File: config.mk
export PLATFORM = sky130hd
export DESIGN_NAME = muldiv_seq
export DESIGN_NICKNAME = d
export VERILOG_FILES = /design/src/rtl/muldiv_pkg.sv /design/src/rtl/adder32bit.sv /design/src/rtl/muldiv_seq.sv
export SDC_FILE = /design/constraint.sdc
export NUM_CORES = 1
export LEC_CHECK = 0
export ABC_AREA = 1
export ABC_CLOCK_PERIOD_IN_PS = 14600
export CORE_MARGIN = 2
export CORE_UTILIZATION = 50
export CTS_BUF_LIST = sky130_fd_sc_hd__clkbuf_16
export DETAILED_ROUTE_END_ITERATION = 12
export PLACE_DENSITY = 0.72
export SLEW_MARGIN = 20
export SYNTH_ARGS = -nofsm -noshare
export SYNTH_HDL_FRONTEND = slang
export SYNTH_SLANG_ARGS = --single-unit
File: constraint.sdc
create_clock -name clk -period 14.6 [get_ports clk]
set_input_delay 2.19 -clock clk [delete_from_list [all_inputs] [get_ports clk]]
set_output_delay 2.19 -clock clk [all_outputs]
set_load 0.1 [all_outputs]
File: src/rtl/muldiv_pkg.sv
// muldiv_pkg: op encodings, FSM states, iteration count and sign helper for muldiv_seq
package muldiv_pkg;
  localparam int ITERATIONS = 32;
  typedef enum logic [1:0] {
    OP_MULT  = 2'd0,
    OP_MULTU = 2'd1,
    OP_DIV   = 2'd2,
    OP_DIVU  = 2'd3
  } op_e;
  typedef enum logic [2:0] {
    S_IDLE,
    S_PREP,
    S_RUN,
    S_FIX,
    S_DONE
  } state_e;
  function automatic logic [31:0] mag32(input logic [31:0] v, input logic s);
    return (s & v[31]) ? -v : v;
  endfunction
endpackage

File: src/rtl/adder32bit.sv
// adder32bit: 32-bit ripple-carry adder
module adder32bit (
  input  logic [31:0] i_a,
  input  logic [31:0] i_b,
  input  logic        i_cin,
  output logic [31:0] o_sum,
  output logic        o_cout
);
  // carry ripples bit by bit from i_cin to o_cout
  always_comb begin
    logic c;
    o_sum = '0;
    c = i_cin;
    for (int i = 0; i < 32; i++) begin
      o_sum[i] = i_a[i] ^ i_b[i] ^ c;
      c = (i_a[i] & i_b[i]) | (c & (i_a[i] ^ i_b[i]));
    end
    o_cout = c;
  end
endmodule

File: src/rtl/muldiv_seq.sv
// muldiv_seq: 32-cycle shift-add multiplier / restoring divider; divide built only with MULDIV_DIV_EN
module muldiv_seq
  import muldiv_pkg::*;
(
  input  logic        clk,
  input  logic        rst_n,
  input  logic        start,
  input  logic [1:0]  op,
  input  logic [31:0] a,
  input  logic [31:0] b,
  output logic        busy,
  output logic        done,
  output logic [31:0] hi,
  output logic [31:0] lo,
  output logic        err
);
  state_e      r_state, w_state_nxt;
  op_e         r_op;
  logic [31:0] r_a, r_b, r_m, r_acc, r_q, r_hi, r_lo;
  logic [4:0]  r_cnt;
  logic        r_neg_q, r_err;
  logic [31:0] w_add_a, w_add_b, w_sum;
  logic        w_cin, w_cout, w_is_div, w_signed, w_short;
  logic [63:0] w_prod, w_fix;
  assign w_is_div = r_op[1];
  assign w_signed = ~r_op[0];
  assign w_prod   = {r_acc, r_q};
  assign w_fix    = r_neg_q ? -w_prod : w_prod;
`ifdef MULDIV_DIV_EN
  logic r_neg_r, w_ok;
  assign w_add_a = w_is_div ? {r_acc[30:0], r_q[31]} : r_acc;
  assign w_add_b = w_is_div ? ~r_m : (r_q[0] ? r_m : '0);
  assign w_cin   = w_is_div;
  assign w_ok    = r_acc[31] | w_cout;
  assign w_short = w_is_div && r_b == '0;
`else
  assign w_add_a = r_acc;
  assign w_add_b = r_q[0] ? r_m : '0;
  assign w_cin   = 1'b0;
  assign w_short = w_is_div;
`endif
  adder32bit u_add (
    .i_a   (w_add_a),
    .i_b   (w_add_b),
    .i_cin (w_cin),
    .o_sum (w_sum),
    .o_cout(w_cout)
  );
  assign busy = r_state != S_IDLE;
  assign done = r_state == S_DONE;
  assign hi   = r_hi;
  assign lo   = r_lo;
  assign err  = r_err;
  // next-state: divide-by-zero / unsupported divide skips straight from PREP to DONE
  always_comb begin
    w_state_nxt = r_state;
    case (r_state)
      S_IDLE:  w_state_nxt = start ? S_PREP : S_IDLE;
      S_PREP:  w_state_nxt = w_short ? S_DONE : S_RUN;
      S_RUN:   w_state_nxt = (r_cnt == 5'(ITERATIONS - 1)) ? S_FIX : S_RUN;
      S_FIX:   w_state_nxt = S_DONE;
      default: w_state_nxt = S_IDLE;
    endcase
  end
  // state, datapath and result registers; results only change on entry to DONE
  always_ff @(posedge clk) begin
    if (!rst_n) begin
      r_state <= S_IDLE;
      r_op    <= OP_MULT;
      r_a     <= '0;
      r_b     <= '0;
      r_m     <= '0;
      r_acc   <= '0;
      r_q     <= '0;
      r_cnt   <= '0;
      r_neg_q <= 1'b0;
`ifdef MULDIV_DIV_EN
      r_neg_r <= 1'b0;
`endif
      r_hi    <= '0;
      r_lo    <= '0;
      r_err   <= 1'b0;
    end else begin
      r_state <= w_state_nxt;
      case (r_state)
        S_IDLE: if (start) begin
          r_op <= op_e'(op);
          r_a  <= a;
          r_b  <= b;
        end
        S_PREP: begin
          r_cnt   <= '0;
          r_acc   <= '0;
          r_neg_q <= w_signed & (r_a[31] ^ r_b[31]);
`ifdef MULDIV_DIV_EN
          r_neg_r <= w_signed & r_a[31];
          r_m     <= mag32(w_is_div ? r_b : r_a, w_signed);
          r_q     <= mag32(w_is_div ? r_a : r_b, w_signed);
          if (w_short) begin
            r_hi  <= r_a;
            r_lo  <= '1;
            r_err <= 1'b1;
          end
`else
          r_m     <= mag32(r_a, w_signed);
          r_q     <= mag32(r_b, w_signed);
          if (w_short) begin
            r_hi  <= '0;
            r_lo  <= '0;
            r_err <= 1'b1;
          end
`endif
        end
        S_RUN: begin
          r_cnt <= r_cnt + 5'd1;
`ifdef MULDIV_DIV_EN
          r_acc <= w_is_div ? (w_ok ? w_sum : w_add_a) : {w_cout, w_sum[31:1]};
          r_q   <= w_is_div ? {r_q[30:0], w_ok} : {w_sum[0], r_q[31:1]};
`else
          r_acc <= {w_cout, w_sum[31:1]};
          r_q   <= {w_sum[0], r_q[31:1]};
`endif
        end
        S_FIX: begin
`ifdef MULDIV_DIV_EN
          r_hi <= w_is_div ? (r_neg_r ? -r_acc : r_acc) : w_fix[63:32];
          r_lo <= w_is_div ? (r_neg_q ? -r_q : r_q) : w_fix[31:0];
`else
          {r_hi, r_lo} <= w_fix;
`endif
          r_err <= 1'b0;
        end
        default: ;
      endcase
    end
  end
endmodule

# Word-level counts from Yosys, hierarchy flattened
# Cells that the tools add are included.
# op_classes
bitwise	162
mux	16
reduce_logical	6
add_sub_neg	4
n_eq_ne	6
# ops
cell	n
$pmux 32 s2	4
$mux 32	4
$and 1x1->1	66
$mux 64	1
$neg 32->32	2
$neg 64->64	1
$xor 1x1->1	64
$or 1x1->1	31
$pmux 3 s4	1
$pmux 5 s2	1
$eq 3x2->1 const B	2
$add 5x1->5 const B	1
$eq 5x5->1 const B	1
$reduce_and 2->1	2
$reduce_bool 2->1	2
$eq 3x1->1 const B	1
$eq 3x3->1 const B	1
$logic_not 3->1	1
$mux 1	3
$mux 3	1
$reduce_bool 3->1	1
$ne 2x2->1 const B	1
$pmux 1 s2	1
$not 1->1	1
# word_totals
out_inout_bits	67
word_cells	206
regBits	236
input_bits	69

# Logic depth before layout (Yosys ltp)
# Gate-level depths: netlist of the first run.
# logic_depth
word_depth	65
ltp_mapped	41
mapped_depth_nobuf	40

# Cells and area by module
# A second synthesis of the first run with hierarchy kept.
# unflattened
cells_unflattened	2069
area_unflattened_um2	13499.2
# modules_own_cells
module	instances	area_per_inst_um2	cells_per_inst	seq_area_each_um2
muldiv_seq	1	12821.0	2027	4724.5
adder32bit	1	678.2	42	0.0

# Worst setup path after synthesis of the first run
# No wires, ideal clock.
# synth_timing
path_type	register to register
start	register r_q[0]
end	register r_acc[30]
required_time_ns	14.535
arrival_time_ns	12.740
stages_incl_launch_ff	40
slack_ns	1.795
path_buffers	2
setup_ns	0.065
synth_period_minus_slack_ns	12.805
cell_sequence	dfxtp_1 buf_6 clkbuf_1 nand2_1 fa_1 fa_1 fa_1 fa_1 fa_1 fa_1 fa_1 fa_1 fa_1 fa_1 fa_1 fa_1 fa_1 fa_1 [... 4 more ...] fa_1 fa_1 fa_1 fa_1 fa_1 fa_1 fa_1 fa_1 fa_1 fa_1 fa_1 inv_1 fa_1 inv_1 fa_1 o22ai_1 inv_1 nor2_1
# synth_via
elab_chain_cells	64
elab_cells_between_ends	125
classes_between	2 x mux; 123 x bitwise
# synth_rtl
item	line_no	text
start: declaration	muldiv_seq.sv:19	logic [31:0] r_a, r_b, r_m, r_acc, r_q, r_hi, r_lo;
start signal: assignment	muldiv_seq.sv:106	r_q <= mag32(r_b, w_signed);
start signal: assignment	muldiv_seq.sv:121	r_q <= {w_sum[0], r_q[31:1]};
$mux 32 *	muldiv_seq.sv:38	assign w_add_b = r_q[0] ? r_m : '0;
$and 1x1->1 / $xor 1x1->1 (equally long branches)	adder32bit.sv:16	c = (i_a[i] & i_b[i]) | (c & (i_a[i] ^ i_b[i]));
$and 1x1->1	adder32bit.sv:16	
$or 1x1->1	adder32bit.sv:16	
$and 1x1->1	adder32bit.sv:16	
$or 1x1->1	adder32bit.sv:16	
$and 1x1->1	adder32bit.sv:16	
$or 1x1->1	adder32bit.sv:16	
[... 48 more ...]	-	
$and 1x1->1	adder32bit.sv:16	
$or 1x1->1	adder32bit.sv:16	
$and 1x1->1	adder32bit.sv:16	
$or 1x1->1	adder32bit.sv:16	
$and 1x1->1	adder32bit.sv:16	
$or 1x1->1	adder32bit.sv:16	
$xor 1x1->1 *	adder32bit.sv:15	o_sum[i] = i_a[i] ^ i_b[i] ^ c;
$pmux 32 s2 *	muldiv_seq.sv:85	case (r_state)
end signal: assignment	muldiv_seq.sv:120	r_acc <= {w_cout, w_sum[31:1]};
end: declaration	muldiv_seq.sv:19	
# Mark *: on every way between the ends. The rest lies on a longest branch, timed or not.
# A chain may end at the register's enable or synchronous reset.

# Worst setup path in the final report of the first run
# Ends and elaborated chain as after synthesis.

==> metrics.md, run 1 <==
| Metric | Value |
|---|---|
| H-tree depth | `1` |
| Static Leakage | `6.37 nW` |
| Fill count | `2531` |
| Final Skew | `0.0206 ns` |
| Worst path slowest cell | `fa_1` |
| Vias/cell | `5.43` |
| Seq/Total Area, Yosys | `0.357` |
| Fmax | `75.2 MHz` |
| Iteration-0 DRC Markers | `1229` |
| Largest family of logic cells by synthesized area | `simple AND/OR/NAND/NOR gates` |
| Worst path max stage delay | `0.47 ns` |
| Maximum vdd drop | `0.000116 V` |
| Boundary Pins | `about 140` |
| DR pass1 iterations | `6` |
| Synth area leader | `dfxtp_1` |
| Worst-margin pin slew | `1.06 ns` |
| Setup crit end kind | `flip-flop` |
| CTS root buf | `clkbuf_16` |
| Hold Violations, Final | `0` |
| Die Wd | `about 170 um` |
| Hpwl dp | `31.0 mm` |
| Synth Area in Compound Gates | `0.184` |
| Global-route wire length before repair | `65.0 mm` |
| DR vias | `roughly 13000` |
| Mux contribution to synthesized area | `0` |
| Number of synthesized flops with an enable pin | `0` |
| RD Place Congestion | `0.925` |
| Top-count cell post-synth | `nand2_1` |
| Unrepaired setup endpoints after global routing | `false` |
| Ys flop type | `dfxtp_1` |
| Arrival @ worst endpoint | `13.69 ns` |
| Combinational fraction of design power | `0.244` |
| P_sw | `about 0.6 mW` |
| Top cells by count, synth | `nand2_1 (480), nor2_1 (247), dfxtp_1 (236)` |
| Tcrit/Tclk final | `0.911` |
| DRC Markers | `0` |
| Top cells by area, synth | `dfxtp_1 (36%), nand2_1 (14%), a21oi_1 (7.5%)` |
| Power density over cell area | `117 mW/mm2` |
| Crit Reg-Reg Startpoint | `r_q[0]$_SDFFE_PN0P_` |
| Max-slew headroom | `0.291` |
| Vias in the first global route | `about 12000` |
| YS warnings | `0` |
| Clk network pwr share | `0.366` |
| Share of cells above drive strength 1 | `0.0500` |
| CP max FO | `34` |
| CTS buffer count | `27` |
| CTS tree | `built` |
| Starting density of the core | `0.509` |
| #FFs+latches synth | `236` |
| Post-cts resize count | `0` |
| Overflow after GRT | `0` |
| Final setup fails | `0` |
| Setup_tns | `0 ns` |
| CP Data Required Time | `14.99 ns` |
| XOR/XNOR Fraction of Synth Area | `0.0113` |
| Source of the critical timing path | `r_q[0]$_SDFFE_PN0P_` |
| Cell Area, Synth | `0.0132 mm2` |
| Seq pwr share | `0.389` |
| Die Y | `167 um` |
| Final ANT Viol Nets | `0` |
| Port Buffers | `135` |
| CP Launch Type | `flip-flop` |
| WHS | `0.462 ns` |
| Synthesized instance count | `around 2000` |
| Clk sinks | `approximately 240` |
| HP Class | `flip-flop to flip-flop` |
| DIE AREA | `0.0278 mm2` |
| # hold bufs at CTS | `0` |
| Clk buf depth | `3` |
| Syn_area_per_cell | `roughly 6.6 um2` |
| Post-CTS Repair Setup Buffers | `0` |
| Synthesis-to-finish area growth | `17.9%` |
| Outcome | `finished clean` |
| Yosys top cell area share | `0.357` |
| Initial antenna violation count | `0` |
| Site Rows | `59` |
| Clk Latency, worst-skew pair | `roughly 0.54 ns` |
| Crit-path most repeated cell | `fa_1` |
| Hold Path Origin | `hi[16]$_SDFFE_PN0P_` |
| Max cap viols | `0` |
| CP Class | `flip-flop to flip-flop` |
| Core Region | `0.0260 mm2` |
| Final Util | `0.600` |
| Wirelength per Cell | `17.0 um` |
| Switching share of power | `0.336` |
| Cell variety after synth | `38` |
| Nets | `2185` |
| Total Routing Usage GR | `0.292` |
| Final Critical Period | `13.30 ns` |
| Synthesized net count | `approximately 2100` |
| N_diodes | `0` |
| Fin. max-slew vios | `0` |
| Ys async rst share | `0` |
| Post-Synth Simple-Gate Area | `0.300` |
| DRT Wirelength | `41.4 mm` |
| Tot Pwr | `1.83 mW` |
| Largest net degree at the start of global routing | `101` |
| Pint | `roughly 1.2 mW` |
| Adder-cell share of the synthesized area | `0.0526` |
| Reg clk slew, reported paths | `0.06 ns` |
## critical path: cells and delay by family, from the launching register on
kind	cells	cell delay, ns
AO/OA/AOI/OAI	1	0.08
adder cells (fa/ha/maj)	31	12.08
buffers and inverters	4	0.52
flip-flops	1	0.32
AND/OR/NAND/NOR	2	0.15
## area by class of cell
class	instances	area (um2)	area share
inverter	227	855	0.0549
tap	335	419	0.0269
timing repair buffer	148	1440	0.0927
multi-input combinational	1439	7260	0.466
sequential	236	4730	0.304
clock buffer	28	701	0.0450
clock inverter	21	176	0.0113
## kinds of logic after synthesis
family	Yosys count
buf+inv	322
xor+xnor	17
flops	236
simple gates	942
compound gates	443
fa+ha+maj	37
## cells in the final DEF (no fill, tap or decap), drive strengths merged
master | netlist | layout
nand2 | 493 | 493
nor2 | 263 | 263
dfxtp | 236 | 236
inv | 227 | 229
a21oi | 197 | 197
o21ai | 160 | 160
nand3 | 154 | 154
clkdlybuf4s50 | 0 | 134
o22ai | 45 | 45
fa | 31 | 31
clkbuf | 61 | 28
nand4 | 24 | 24
a31oi | 19 | 19
xor2 | 17 | 17
clkinv | 0 | 15
buf | 34 | 14
o221ai | 8 | 8
o211ai | 6 | 6
ha | 6 | 6
nor3 | 5 | 5
a21o | 3 | 3
bufinv | 0 | 3
a211oi | 2 | 2
nand3b | 2 | 2
o31ai | 2 | 2
o21bai | 1 | 1
nor4 | 1 | 1
clkinvlp | 0 | 1
## routing by layer
layer,up-vias,global-route usage,share of wire
li1,6674,-,-
met1,6002,0.439,0.47
met2,475,0.437,0.43
met3,55,0.0399,0.074
met4,0,0.0798,0.024
met5,-,0,0
## state kept, by name (all words and copies together), names as in the netlist, 2 cells and up
name,cells
r_m,32
r_cnt,5
lo,32
r_q,32
r_state,3
r_b,32
r_acc,32
r_op,2
r_a,32
hi,32
## through the flow
stage	std cells	setup slack (ns)	instance area, um2
2_1_floorplan	1997	1.79	13200
3_5_place_dp	2385	1.37	14700
5_1_grt	2434	0.837	15600
4_1_cts	2434	1.36	15600
6_report	2434	1.30	15600
3_3_place_gp	2385	1.44	14700
## power by group through the flow
stage	clock, mW	combinational (mW)	sequential, mW
3_5_place_dp	0	0.442	0.724
4_1_cts	0.678	0.444	0.710
5_1_grt	0.709	0.495	0.716
3_3_place_gp	0	0.438	0.723
2_1_floorplan	0	0.316	0.722
6_report	0.669	0.446	0.711
## final timing paths
kind                       endpoint  slack [ns]  cells after the start
max          r_acc[30]$_SDFFE_PN0P_        1.30                     38
min             hi[16]$_SDFFE_PN0P_        0.46                      2
max reg2reg  r_acc[30]$_SDFFE_PN0P_        1.30                     38
min reg2reg     hi[16]$_SDFFE_PN0P_        0.46                      2
No activity file was read; power rests on OpenSTA's default activity.
==> inputs of run 2 (changes only) <==
==> constraint.sdc (replaced) <==
create_clock -name clk -period 14.6 [get_ports clk]
set_input_delay 2.92 -clock clk [delete_from_list [all_inputs] [get_ports clk]]
set_output_delay 2.92 -clock clk [all_outputs]
set_load 0.1 [all_outputs]
==> metrics.md, run 2 (same netlist as run 1, synthesis figures left out) <==
| Metric | Value |
|---|---|
| Outcome | `finished clean` |
| CP delay by family, top | `adder cells` |
| Most common cell after layout, fill and taps aside | `nand2_1` |
| Die Wd | `167 um (unchanged)` |
| Post-CTS Repair Setup Buffers | `0 (unchanged)` |
| CP Data Required Time | `14.98 ns (about the same)` |
| Overflow after GRT | `0 (unchanged)` |
| Share of cells above drive strength 1 | `0.0449 (-0.00511)` |
| CTS tree | `built` |
| Reg clk slew, reported paths | `0.06 ns (about the same)` |
| CP max FO | `34 (unchanged)` |
| Wirelength per Cell | `17.0 um (about the same)` |
| Total Routing Usage GR | `0.292 (about the same)` |
| Worst path slowest cell | `fa_1` |
| Worst-margin pin slew | `1.03 ns (-0.0302 ns)` |
| Final Skew | `0.0133 ns (-0.00728 ns)` |
| Clk sinks | `236 (unchanged)` |
| RD Place Congestion | `0.922 (-0.26%)` |
| Clk buf depth | `3 (unchanged)` |
| Final Util | `0.593 (-0.00698)` |
| Tot Pwr | `1.72 mW (-5.9%)` |
| CP Class | `flip-flop to flip-flop` |
| Clk Latency, worst-skew pair | `0.53 ns (about the same)` |
| Iteration-0 DRC Markers | `1246 (+1.4%)` |
| Tcrit/Tclk final | `0.912 (about the same)` |
| Post-cts resize count | `0 (unchanged)` |
| Max-slew headroom | `0.311 (+0.0202)` |
| Boundary Pins | `136 (unchanged)` |
| DRC Markers | `0 (unchanged)` |
| # hold bufs at CTS | `0 (unchanged)` |
| Vias in the first global route | `11811 (-0.79%)` |
| Synthesis-to-finish area growth | `16.5%` |
| DIE AREA | `0.0278 mm2 (unchanged)` |
| Setup crit end kind | `flip-flop` |
| Vias/cell | `5.46 (+0.63%)` |
| Initial antenna violation count | `0 (unchanged)` |
| Power density over cell area | `112 mW/mm2 (-4.8%)` |
| Worst reg-to-reg setup slack | `1.29 ns (about the same)` |
| Starting density of the core | `0.509 (unchanged)` |
| DR pass1 iterations | `5 (-1)` |
| CTS root buf | `clkbuf_16` |
| Unrepaired setup endpoints after global routing | `false` |
| Placed Area | `0.0147 mm2 (unchanged)` |
| Core Region | `0.0260 mm2 (unchanged)` |
| Nets | `2183 (-0.092%)` |
| Static Leakage | `6.30 nW (-1.0%)` |
| Final ANT Viol Nets | `0 (unchanged)` |
| Global-route wire length before repair | `64.9 mm (-0.22%)` |
| Site Rows | `59 (unchanged)` |
| Crit-path most repeated cell | `fa_1` |
| Arrival @ worst endpoint | `13.69 ns (about the same)` |
| FF/Latch Area | `0.00473 mm2 (unchanged)` |
| Final setup fails | `0 (unchanged)` |
| Commonest non-fill, non-tap cells in the layout | `nand2_1 (480), nor2_1 (247), dfxtp_1 (235)` |
| Buf/Inv on CP | `4 (unchanged)` |
| Die Y | `167 um (unchanged)` |
| Multi-input combinational cell area | `0.00726 mm2 (unchanged)` |
| DR vias | `13256 (+0.38%)` |
| CTS buffer count | `25 (-7.4%)` |
| N_diodes | `0 (unchanged)` |
| Maximum vdd drop | `0.000109 V (-6.5%)` |
| Final Critical Period | `13.31 ns (+0.00977 ns)` |
| Fill count | `2602 (+2.8%)` |
| Max cap viols | `0 (unchanged)` |
| Fmax | `75.1 MHz (about the same)` |
| Finished Cell Area | `0.0154 mm2 (-1.2%)` |
| Largest net degree at the start of global routing | `101 (unchanged)` |
| Hpwl dp | `31.1 mm (+0.14%)` |
| Hold Violations, Final | `0 (unchanged)` |
| Fin. max-slew vios | `0 (unchanged)` |
| Setup_tns | `0 ns (unchanged)` |
| DRT Wirelength | `41.2 mm (-0.33%)` |
| H-tree depth | `1 (unchanged)` |
| Port Buffers | `135 (unchanged)` |
| WHS | `0.462 ns (-0.000326 ns)` |
| CP Launch Type | `flip-flop` |
| Worst path max stage delay | `0.47 ns (about the same)` |
| HP Class | `flip-flop to flip-flop` |
[run 2: final timing paths]
path | startpoint | endpoint | depth (start not counted)
max | r_q[0]$_SDFFE_PN0P_ | r_acc[30]$_SDFFE_PN0P_ | 38
min | lo[10]$_SDFFE_PN0P_ | lo[10]$_SDFFE_PN0P_ | 2
max reg2reg | r_q[0]$_SDFFE_PN0P_ | r_acc[30]$_SDFFE_PN0P_ | 38
min reg2reg | lo[10]$_SDFFE_PN0P_ | lo[10]$_SDFFE_PN0P_ | 2
[run 2: per-stage QoR]
| stage | worst slack [ns] | std cells |
|---|---|---|
| after floorplan | 1.79 | 1997 |
| after global placement | 1.44 | 2385 |
| after detailed placement | 1.38 | 2385 |
| after CTS | 1.35 | 2428 |
| after global routing | 0.803 | 2428 |
| final | 1.29 | 2428 |
[run 2: final cells by class]
| class | count | area share |
|---|---|---|
| repair buffers | 148 | 0.0938 |
| multi-input cells | 1439 | 0.471 |
| well taps | 335 | 0.0272 |
| clock inverters | 18 | 0.00455 |
| inverters | 227 | 0.0555 |
| flip-flops and latches | 236 | 0.307 |
| clock buffers | 25 | 0.0406 |
[run 2: report_power, final]
part	leakage, nW	internal [mW]	total [mW]	switching (mW)
combinational	4.00	0.136	0.447	0.311
sequential	1.92	0.680	0.711	0.0316
clock	0.375	0.306	0.560	0.254
[run 2: worst reg2reg max path: cells and delay by family (launching register included)]
kind | cells | cell delay [ns]
adders and majority gates | 31 | 12.08
buffers and inverters | 4 | 0.50
DFF | 1 | 0.33
and+or+nand+nor | 2 | 0.16
AOI/OAI and AO/OA | 1 | 0.08
[run 2: routing by layer]
layer | routed length, um | track usage | share of wire | vias up
li1 | - | - | - | 6660
met3 | 3240 | 0.0413 | 0.078 | 47
met4 | 851 | 0.0603 | 0.021 | 0
met1 | 19600 | 0.441 | 0.47 | 6052
met5 | 0 | 0 | 0 | -
met2 | 17600 | 0.443 | 0.43 | 497
==> inputs of run 3 (changes only) <==
--- a/config.mk
+++ b/config.mk
@@ -7,7 +7,6 @@
 export LEC_CHECK = 0
 export ABC_AREA = 1
 export ABC_CLOCK_PERIOD_IN_PS = 14600
-export CORE_MARGIN = 2
 export CORE_UTILIZATION = 50
 export CTS_BUF_LIST = sky130_fd_sc_hd__clkbuf_16
 export DETAILED_ROUTE_END_ITERATION = 12
==> metrics.md, run 3 (same netlist as run 1, synthesis figures left out) <==
| Metric | Value |
|---|---|
| Overflow after GRT | `0 (unchanged)` |
| Clk network pwr share | `0.372 (+0.046)` |
| CTS root buf | `clkbuf_16` |
| Pint | `1.24 mW (+10%)` |
| CP max FO | `34 (unchanged)` |
| CP Data Required Time | `15.00 ns (+0.02 ns)` |
| Place WS | `1.36 ns (-0.0238 ns)` |
| Clk Latency, worst-skew pair | `0.54 ns (about the same)` |
| Crit-path most repeated cell | `fa_1` |
| RR Endpoint | `r_acc[30]$_SDFFE_PN0P_` |
| Iteration-0 DRC Markers | `1226 (-1.6%)` |
| Power density over cell area | `119 mW/mm2 (+6.4%)` |
| RD Place Congestion | `0.970 (+5.2%)` |
| Largest net degree at the start of global routing | `96 (-5.0%)` |
| Hold Violations, Final | `0 (unchanged)` |
| Tot Pwr | `1.85 mW (+7.7%)` |
| Tcrit/Tclk final | `0.914 (+0.00266)` |
| Max cap viols | `0 (unchanged)` |
| Placed Area | `0.0147 mm2 (unchanged)` |
| Site Rows | `59 (unchanged)` |
| Setup crit end kind | `flip-flop` |
| Clk sinks | `236 (unchanged)` |
| CTS buffer count | `26 (+4.0%)` |
| Fmax | `74.9 MHz (-0.29%)` |
| Commonest non-fill, non-tap cells in the layout | `nand2_1 (480), nor2_1 (247), dfxtp_1 (235)` |
| Finished Cell Area | `0.0156 mm2 (+1.3%)` |
| Global-route wire length before repair | `64.5 mm (-0.56%)` |
| DIE AREA | `0.0271 mm2 (-2.4%)` |
| Setup_tns | `0 ns (unchanged)` |
| Clk buf depth | `3 (unchanged)` |
| Setup WS post-layout | `1.25 ns (-0.0389 ns)` |
| Combinational fraction of design power | `0.244 (-0.016)` |
| Vias/cell | `5.46 (about the same)` |
| Initial antenna violation count | `1 (+1)` |
| DR pass1 iterations | `7 (+2)` |
| Max-slew headroom | `0.308 (-0.00311)` |
| Wirelength per Cell | `17.1 um (+0.81%)` |
| Vias in the first global route | `11752 (-0.50%)` |
| P_sw | `0.616 mW (+3.2%)` |
| Final ANT Viol Nets | `0 (unchanged)` |
| Source of the critical timing path | `r_q[0]$_SDFFE_PN0P_` |
| Cells on worst reg2reg path | `38 (unchanged)` |
| DRT Wirelength | `41.6 mm (+0.93%)` |
| Post-CTS Repair Setup Buffers | `0 (unchanged)` |
| Static Leakage | `6.38 nW (+1.2%)` |
| Final setup fails | `0 (unchanged)` |
| Core Region | `0.0260 mm2 (unchanged)` |
| Final Skew | `0.0151 ns (+0.00176 ns)` |
| Post-Place Cells | `2385 (unchanged)` |
| Total Routing Usage GR | `0.308 (+0.0161)` |
| Worst reg-to-reg setup slack | `1.25 ns (-0.04 ns)` |
| CP Class | `flip-flop to flip-flop` |
| Die Wd | `165 um (-1.2%)` |
| N_diodes | `0 (unchanged)` |
| Layout Cells excl Fill | `2431 (+0.12%)` |
| Reg clk slew, reported paths | `0.06 ns (about the same)` |
| WHS | `0.460 ns (-0.00140 ns)` |
| Share of cells above drive strength 1 | `0.0496 (+0.00471)` |
| Maximum vdd drop | `0.000157 V (+44%)` |
| Post-cts resize count | `0 (unchanged)` |
| Arrival @ worst endpoint | `13.75 ns (+0.06 ns)` |
| CTS tree | `built` |
| DRC Markers | `0 (unchanged)` |
| Unrepaired setup endpoints after global routing | `false` |
| Worst-margin pin slew | `1.04 ns (+0.00466 ns)` |
| Hpwl dp | `31.2 mm (+0.38%)` |
| Starting density of the core | `0.509 (unchanged)` |
| Final Critical Period | `13.35 ns (+0.0389 ns)` |
| # hold bufs at CTS | `0 (unchanged)` |
| H-tree depth | `1 (unchanged)` |
| Worst path slowest cell | `fa_1` |
| Boundary Pins | `136 (unchanged)` |
| Crit Reg-Reg Startpoint | `r_q[0]$_SDFFE_PN0P_` |
| Port Buffers | `135 (unchanged)` |
| Most common cell after layout, fill and taps aside | `nand2_1` |
| Nets | `2184 (+0.046%)` |
| CP Launch Type | `flip-flop` |
| Final Util | `0.600 (+0.00741)` |
| Outcome | `finished clean` |
| Fin. max-slew vios | `0 (unchanged)` |
| DR vias | `13280 (+0.18%)` |
| Worst setup endpoint | `r_acc[30]$_SDFFE_PN0P_` |
| Seq pwr share | `0.385 (-0.029)` |
| Worst path max stage delay | `0.48 ns (about the same)` |
| Synthesis-to-finish area growth | `17.9%` |
| HP Class | `flip-flop to flip-flop` |
| Switching share of power | `0.333 (-0.0146)` |
| Die Y | `165 um (-1.2%)` |
[run 3: cell types whose count changed in the layout (fill, tap and decap cells not counted)]
cell,delta
clkinv_1,-2
bufinv_16,+5
inv_1,-5
clkinv_2,+2
clkbuf_16,+2
clkinv_4,+1
[run 3: worst min-delay path by stage]
| stage | start | to | slack, ns | depth (start not counted) |
|---|---|---|---|---|
| 5_1_grt | lo[16]$_SDFFE_PN0P_ | lo[16]$_SDFFE_PN0P_ | 0.48 | 2 |
| 2_1_floorplan | r_cnt[3]$_SDFFE_PN0P_ | r_cnt[3]$_SDFFE_PN0P_ | 0.44 | 1 |
| 4_1_cts | hi[10]$_SDFFE_PN0P_ | hi[10]$_SDFFE_PN0P_ | 0.46 | 2 |
| 3_5_place_dp | r_cnt[3]$_SDFFE_PN0P_ | r_cnt[3]$_SDFFE_PN0P_ | 0.45 | 1 |
| 3_3_place_gp | lo[23]$_SDFFE_PN0P_ | lo[23]$_SDFFE_PN0P_ | 0.45 | 2 |
| 6_report | lo[16]$_SDFFE_PN0P_ | lo[16]$_SDFFE_PN0P_ | 0.46 | 2 |
[run 3: critical path: cells and delay by family, from the launching register on]
family / cells / cell delay (ns)
adder cells (fa/ha/maj): 31 / 12.11
AO/OA/AOI/OAI: 1 / 0.08
buffers and inverters: 4 / 0.50
flip-flops: 1 / 0.33
AND/OR/NAND/NOR: 2 / 0.17
[run 3: power groups by stage]
stage	combinational (mW)	sequential, mW	clock, mW
6_report	0.451	0.712	0.688
5_1_grt	0.500	0.716	0.725
4_1_cts	0.446	0.711	0.695
3_5_place_dp	0.444	0.725	0
3_3_place_gp	0.440	0.723	0
2_1_floorplan	0.316	0.722	0
[run 3: per-layer routing]
| layer | share of wire | GRT usage | vias to the layer above |
|---|---|---|---|
| li1 | - | - | 6659 |
| met1 | 0.47 | 0.456 | 6069 |
| met2 | 0.42 | 0.460 | 484 |
| met3 | 0.071 | 0.0389 | 66 |
| met4 | 0.030 | 0.0988 | 2 |
| met5 | 0.00031 | 0 | - |
[run 3: cell type report]
type / count / area [um2]
timing repair buffer: 148 / 1440
clock buffer: 27 / 676
fill: 2511 / 10400
clock inverter: 19 / 213
multi-input combinational: 1439 / 7260
sequential: 236 / 4730
tap: 335 / 419
inverter: 227 / 855
